**config.mk**
```make
export PLATFORM = sky130hd
export DESIGN_NAME = mcp4921_dac_spi_axis
export DESIGN_NICKNAME = d
export VERILOG_FILES = /design/src/rtl/mcp4921_dac_spi_axis.sv
export SDC_FILE = /design/constraint.sdc
export NUM_CORES = 1
export LEC_CHECK = 0
export CORE_MARGIN = 5
export CORE_UTILIZATION = 56
export CTS_BUF_LIST = sky130_fd_sc_hd__clkbuf_4 sky130_fd_sc_hd__clkbuf_8
export CTS_CLUSTER_DIAMETER = 80
export DETAILED_ROUTE_END_ITERATION = 7
export GPL_TIMING_DRIVEN = 0
export PLACE_DENSITY = 0.85
export REMOVE_ABC_BUFFERS = 1
export SYNTH_ARGS = -nofsm -noshare
export SYNTH_HDL_FRONTEND = slang
export SYNTH_SLANG_ARGS = --single-unit
```
**constraint.sdc**
```tcl
create_clock -name clk -period 2 [get_ports clk]
set_input_delay 0.4 -clock clk [delete_from_list [all_inputs] [get_ports clk]]
set_output_delay 0.4 -clock clk [all_outputs]
set_load 0.03 [all_outputs]
```
**src/rtl/mcp4921_dac_spi_axis.sv**
```systemverilog
// rtl/mcp4921_dac_spi_axis.sv - AXI-Stream fed SPI master for the MCP4921 12-bit DAC
//
// Purpose: takes one sample per stream handshake, converts it to a 12-bit DAC
// code (optionally from signed with saturation), frames it as the DAC write
// command, shifts it out in SPI mode 0,0 and then pulses LDAC to update the
// analog output.
//
// Ports:
//   clk                in   system clock, rising edge
//   rst                in   synchronous active-high reset
//   s_axis_dac_tdata   in   16-bit sample word
//   s_axis_dac_tvalid  in   sample valid
//   s_axis_dac_tready  out  high only while idle and ready for a sample
//   sck                out  SPI clock, idles low
//   mosi               out  SPI data, MSB first
//   cs                 out  DAC chip select, active low
//   ldac               out  DAC latch strobe, active low
module mcp4921_dac_spi_axis #(
  parameter int unsigned FCLK      = 125_000_000,
  parameter int unsigned SCK_DIV   = 10,
  parameter int unsigned CSH_CLKS  = 8,
  parameter int unsigned LDAC_CLKS = 8,
  parameter bit          DATA_FMT  = 1'b1,
  parameter bit          BUF       = 1'b0,
  parameter bit          GA_N      = 1'b1,
  parameter bit          SHDN_N    = 1'b1
) (
  input  logic        clk,
  input  logic        rst,
  input  logic [15:0] s_axis_dac_tdata,
  input  logic        s_axis_dac_tvalid,
  output logic        s_axis_dac_tready,
  output logic        sck,
  output logic        mosi,
  output logic        cs,
  output logic        ldac
);

  localparam int unsigned DIV_W    = $clog2(SCK_DIV);
  localparam int unsigned HOLD_MAX = (CSH_CLKS > LDAC_CLKS) ? CSH_CLKS : LDAC_CLKS;
  localparam int unsigned HOLD_W   = (HOLD_MAX > 1) ? $clog2(HOLD_MAX) : 1;

  localparam logic [DIV_W-1:0]  DIV_LAST  = DIV_W'(SCK_DIV - 1);
  localparam logic [DIV_W-1:0]  DIV_HALF  = DIV_W'(SCK_DIV / 2);
  localparam logic [HOLD_W-1:0] CSH_LAST  = HOLD_W'(CSH_CLKS - 1);
  localparam logic [HOLD_W-1:0] LDAC_LAST = HOLD_W'(LDAC_CLKS - 1);

  // Reject parameter sets the timing below cannot honour.
  if (FCLK == 0 || SCK_DIV < 10 || (SCK_DIV % 2) != 0 ||
      CSH_CLKS < 1 || LDAC_CLKS < 1) begin : g_param_check
    $error("mcp4921_dac_spi_axis: illegal parameter set");
  end

  typedef enum logic [1:0] {
    S_IDLE,
    S_SHIFT,
    S_CSH,
    S_LDAC
  } state_t;

  state_t            state, state_d;
  logic [DIV_W-1:0]  div_cnt, div_d;
  logic [3:0]        bit_cnt, bit_d;
  logic [HOLD_W-1:0] hold_cnt, hold_d;
  logic [15:0]       shreg, shreg_d;
  logic              sck_d, mosi_d, cs_d, ldac_d, tready_d;

  // Sample conversion. 17-bit signed keeps the clamp free of overflow for
  // every 16-bit input.
  logic signed [16:0] samp_s;
  logic signed [16:0] sat_s;
  logic [11:0]        code;
  logic [15:0]        frame;

  always_comb begin
    samp_s = {s_axis_dac_tdata[15], s_axis_dac_tdata};
    if (samp_s > 17'sd2047) begin
      sat_s = 17'sd2047;
    end else if (samp_s < -17'sd2048) begin
      sat_s = -17'sd2048;
    end else begin
      sat_s = samp_s;
    end
    code  = DATA_FMT ? 12'(sat_s + 17'sd2048) : s_axis_dac_tdata[11:0];
    frame = {1'b0, BUF, GA_N, SHDN_N, code};
  end

  // Next-state and next-output logic. Every pin is registered from these
  // values so the SPI and LDAC lines never glitch.
  always_comb begin
    state_d  = state;
    div_d    = div_cnt;
    bit_d    = bit_cnt;
    hold_d   = hold_cnt;
    shreg_d  = shreg;
    sck_d    = sck;
    mosi_d   = mosi;
    cs_d     = cs;
    ldac_d   = ldac;
    tready_d = s_axis_dac_tready;

    case (state)
      S_IDLE: begin
        cs_d     = 1'b1;
        ldac_d   = 1'b1;
        sck_d    = 1'b0;
        tready_d = 1'b1;
        if (s_axis_dac_tvalid && s_axis_dac_tready) begin
          state_d  = S_SHIFT;
          tready_d = 1'b0;
          cs_d     = 1'b0;
          // Bit 15 goes on the wire right away; the rest waits in the shifter.
          mosi_d   = frame[15];
          shreg_d  = {frame[14:0], 1'b0};
          div_d    = '0;
          bit_d    = '0;
        end
      end

      S_SHIFT: begin
        if (div_cnt == DIV_LAST) begin
          div_d = '0;
          sck_d = 1'b0;
          if (bit_cnt == 4'd15) begin
            state_d = S_CSH;
            cs_d    = 1'b1;
            mosi_d  = 1'b0;
            hold_d  = '0;
          end else begin
            // Falling sck edge: present the next bit for the DAC's rising-edge sample.
            bit_d   = bit_cnt + 4'd1;
            mosi_d  = shreg[15];
            shreg_d = {shreg[14:0], 1'b0};
          end
        end else begin
          div_d = div_cnt + 1'b1;
          sck_d = (div_d >= DIV_HALF);
        end
      end

      S_CSH: begin
        if (hold_cnt == CSH_LAST) begin
          state_d = S_LDAC;
          ldac_d  = 1'b0;
          hold_d  = '0;
        end else begin
          hold_d = hold_cnt + 1'b1;
        end
      end

      S_LDAC: begin
        if (hold_cnt == LDAC_LAST) begin
          state_d  = S_IDLE;
          ldac_d   = 1'b1;
          tready_d = 1'b1;
          hold_d   = '0;
        end else begin
          hold_d = hold_cnt + 1'b1;
        end
      end

      default: begin
        state_d = S_IDLE;
      end
    endcase
  end

  always_ff @(posedge clk) begin
    if (rst) begin
      state             <= S_IDLE;
      div_cnt           <= '0;
      bit_cnt           <= '0;
      hold_cnt          <= '0;
      shreg             <= '0;
      sck               <= 1'b0;
      mosi              <= 1'b0;
      cs                <= 1'b1;
      ldac              <= 1'b1;
      s_axis_dac_tready <= 1'b0;
    end else begin
      state             <= state_d;
      div_cnt           <= div_d;
      bit_cnt           <= bit_d;
      hold_cnt          <= hold_d;
      shreg             <= shreg_d;
      sck               <= sck_d;
      mosi              <= mosi_d;
      cs                <= cs_d;
      ldac              <= ldac_d;
      s_axis_dac_tready <= tready_d;
    end
  end

endmodule

```
==> flow_summary.ini <==
[cts]
clk_latency_ns = 0.34
cts_tree = built
cts-root-buf = clkbuf_4
cts_hold_buf = 0
clkSinkCount = 33
cts_buffers = 5
clk_pin_slew_ns = 0.10
htreeDepth = 2
clock_path_buffers = 2

[floorplan]
dieHeight_um = 65.7
die_area_um2 = 4310
initial_utilization_pct = 57.7
dieWidth_um = 65.7
num_rows = 20
coreArea_um2 = 3000
pin_count = 24

[yosys]
synthTopCellsByArea = dfxtp_1 (38%), ha_1 (7.2%), a32o_1 (5.8%)
synthFlopType = dfxtp_1
ys_seq_area_share_pct = 38.1
synth_seq_cells = 33
synth_top_cell_by_area = dfxtp_1
netlist_instances = 192
syn-mean-instance-area_um2 = 9.03
synth_warnings = 0
async_flop_share_pct = 0
yosys.area.top_type_share_pct = 38.1
synth-edff-count = 0
syn-cell-area_um2 = 1730
ys_types = 46

[worst_setup_path]
critPathTopFamily = buffers and inverters
worstPathRequired_ns = 2.21
startpoint = rst
crit_arrival_ns = 2.17
crit_slowest_cell = clkdlybuf4s50_1
criticalPathCategory = in -> reg
startpoint_type = primary input
r2r_start = state[1]
path_cells = clkdlybuf4s50_1 -> clkinv_1 -> nand4_1 -> o21ai_0
cp-end-kind = register
path_buf_inv = 2
slowest_delay_ns = 1.01
path_max_fanout = 19

[routing]
wire_per_inst_um = 16.1
firstDrtPassIters = 4
num_vias = 1577
ant_nets = 0
drt-initial-drc-count = 98
post_drt_via_cell_ratio = 6.31
drc = 0
drt-total-wl_um = 4030

[finish]
final_common_cell = dfxtp_1
layout_common_cells = dfxtp_1 (32), clkdlybuf4s50_1 (23), o21ai_0 (17)
fill_cells = 240
nets = 245
layout-drive-gt1-share_pct = 13.4
design_area_um2 = 2120
area_growth_pct = 22.2
n_antenna_cell = 0

[global_route]
grt_max_degree = 27
grt_pass1_vias = 1640
grt_antenna_before_repair = 0
gr-total-overflow = 0
grt.total_usage_pct = 20.8
grt_pass1_wl_um = 6980

[hold_path]
hold_class = reg -> reg
hp-start = shreg[3]

[pwr]
clkPwrFrac_pct = 18.2
switching_share_pct = 39.5
total_power_mw = 2.39
power_density_nw_per_um2 = 1130
leakage_nw = 0.845
power_frac_comb_pct = 45.6
p_sw_mw = 0.942
sequentialPowerShare_pct = 36.3
vdd_ir_drop_max_mv = 0.597
internal_power_mw = 1.45

[placed_design]
port_buffers = 23
dpl-instance-area_um2 = 1970
dp_hpwl_um = 2870
gp_congestion = 0.869

[sta]
clock.fmax_mhz = 510
maxSlewHeadroom_pct = 44.6
finClkSkew_ns = 0.00928
hold_viol = 0
tightest_slew_ns = 0.828
fin_crit_ns = 1.96
setup_viol = 0
fin_crit_sh_pct = 98.0
slew_violations = 0

[outcome]
status = complete, no violations

[job]
cap_violations = 0
state kept, by name, summed over array words and instances (netlist names):
name               cells
hold_cnt               3
div_cnt                4
state                  2
cs                     1
sck                    1
ldac                   1
s_axis_dac_tready      1
shreg                 15
mosi                   1
bit_cnt                4
area by class of cell:
class | instances | area [µm²] | share of cell area (%)
flip-flops and latches | 33 | 662 | 31.2
repair buffers | 26 | 265 | 12.5
multi-input cells | 141 | 1050 | 49.4
inverters | 9 | 33.8 | 1.59
clock buffers | 7 | 65.1 | 3.07
well taps | 33 | 41.3 | 1.95
clock inverters | 1 | 5.00 | 0.236
worst register-to-register path, stage by stage (launching register included):
cell      delay [ns]
dfxtp_1         0.37
inv_1           0.13
ha_2            0.32
inv_1           0.18
a21boi_4        0.33
nor3_4          0.08
buf_12          0.18
a32o_1          0.22
repair_timing:
item	CTS	global route
pin swaps	1	1
gates resized for setup	3	6
setup endpoints to repair	27	22
setup buffers	2	1
gates cloned	0	0
power by group through the flow:
| stage | sequential, mW | clock, mW | combinational (mW) |
|---|---|---|---|
| global route | 0.881 | 0.488 | 1.18 |
| CTS | 0.858 | 0.444 | 1.01 |
| floorplan | 0.874 | 0 | 0.675 |
| finish | 0.866 | 0.434 | 1.09 |
| detailed placement | 0.869 | 0 | 0.946 |
| global placement | 0.855 | 0 | 0.904 |
metal layers:
layer / GRT usage (%) / up-vias / routed length [µm] / share of wire, %
li1: - / 768 / - / -
met1: 22.2 / 739 / 1650 / 41
met2: 35.2 / 61 / 2060 / 51
met3: 7.18 / 9 / 258 / 6.4
met4: 12.2 / 0 / 59 / 1.5
met5: 0 / - / 0 / 0
final timing paths:
check / to / slack (ns) / cells past startpoint
setup reg to reg: shreg[9] / 0.08 / 7
setup / recovery: shreg[12] / 0.04 / 4
hold reg to reg: shreg[3] / 0.47 / 1
hold / removal: shreg[3] / 0.47 / 1
cell usage after synthesis (2+ instances only):
library cell and instances:
dfxtp_1 33, o21ai_0 17, a21oi_1 12, nand2_1 12, a21o_1 10, a32o_1 10
ha_1 10, nand2b_1 10, inv_1 8, nor2_1 8, nand3_1 7, nand4_1 6
clkbuf_1 5, buf_2 3, mux2i_1 3, o221a_2 3, and2_2 2, and3_1 2
nor2b_1 2, nor4_1 2, o21a_1 2
cells by family (layout without fill, tap and decap cells):
group	Yosys count	after routing	share of synthesized area [%]
compound gates	68	68	28.4
fa+ha+maj	10	10	7.22
buf+inv	18	43	4.18
flops	33	33	38.1
mux	3	3	1.73
simple gates	60	60	20.4
stage by stage:
step           hold slack, ns  setup slack [ns]  TNS [ns]  util [%]  std cells
3_3_place_gp            0.438            -0.374     -5.91      65.5        239
3_5_place_dp            0.449            -0.392     -6.14      65.5        239
4_1_cts                 0.473            0.0158         0      69.0        249
5_1_grt                 0.489           -0.0220   -0.0327      70.6        250
6_report                0.468            0.0402         0      70.6        250
2_1_floorplan           0.433            0.0481         0         -        183
Power figures use the tool's default switching activity.
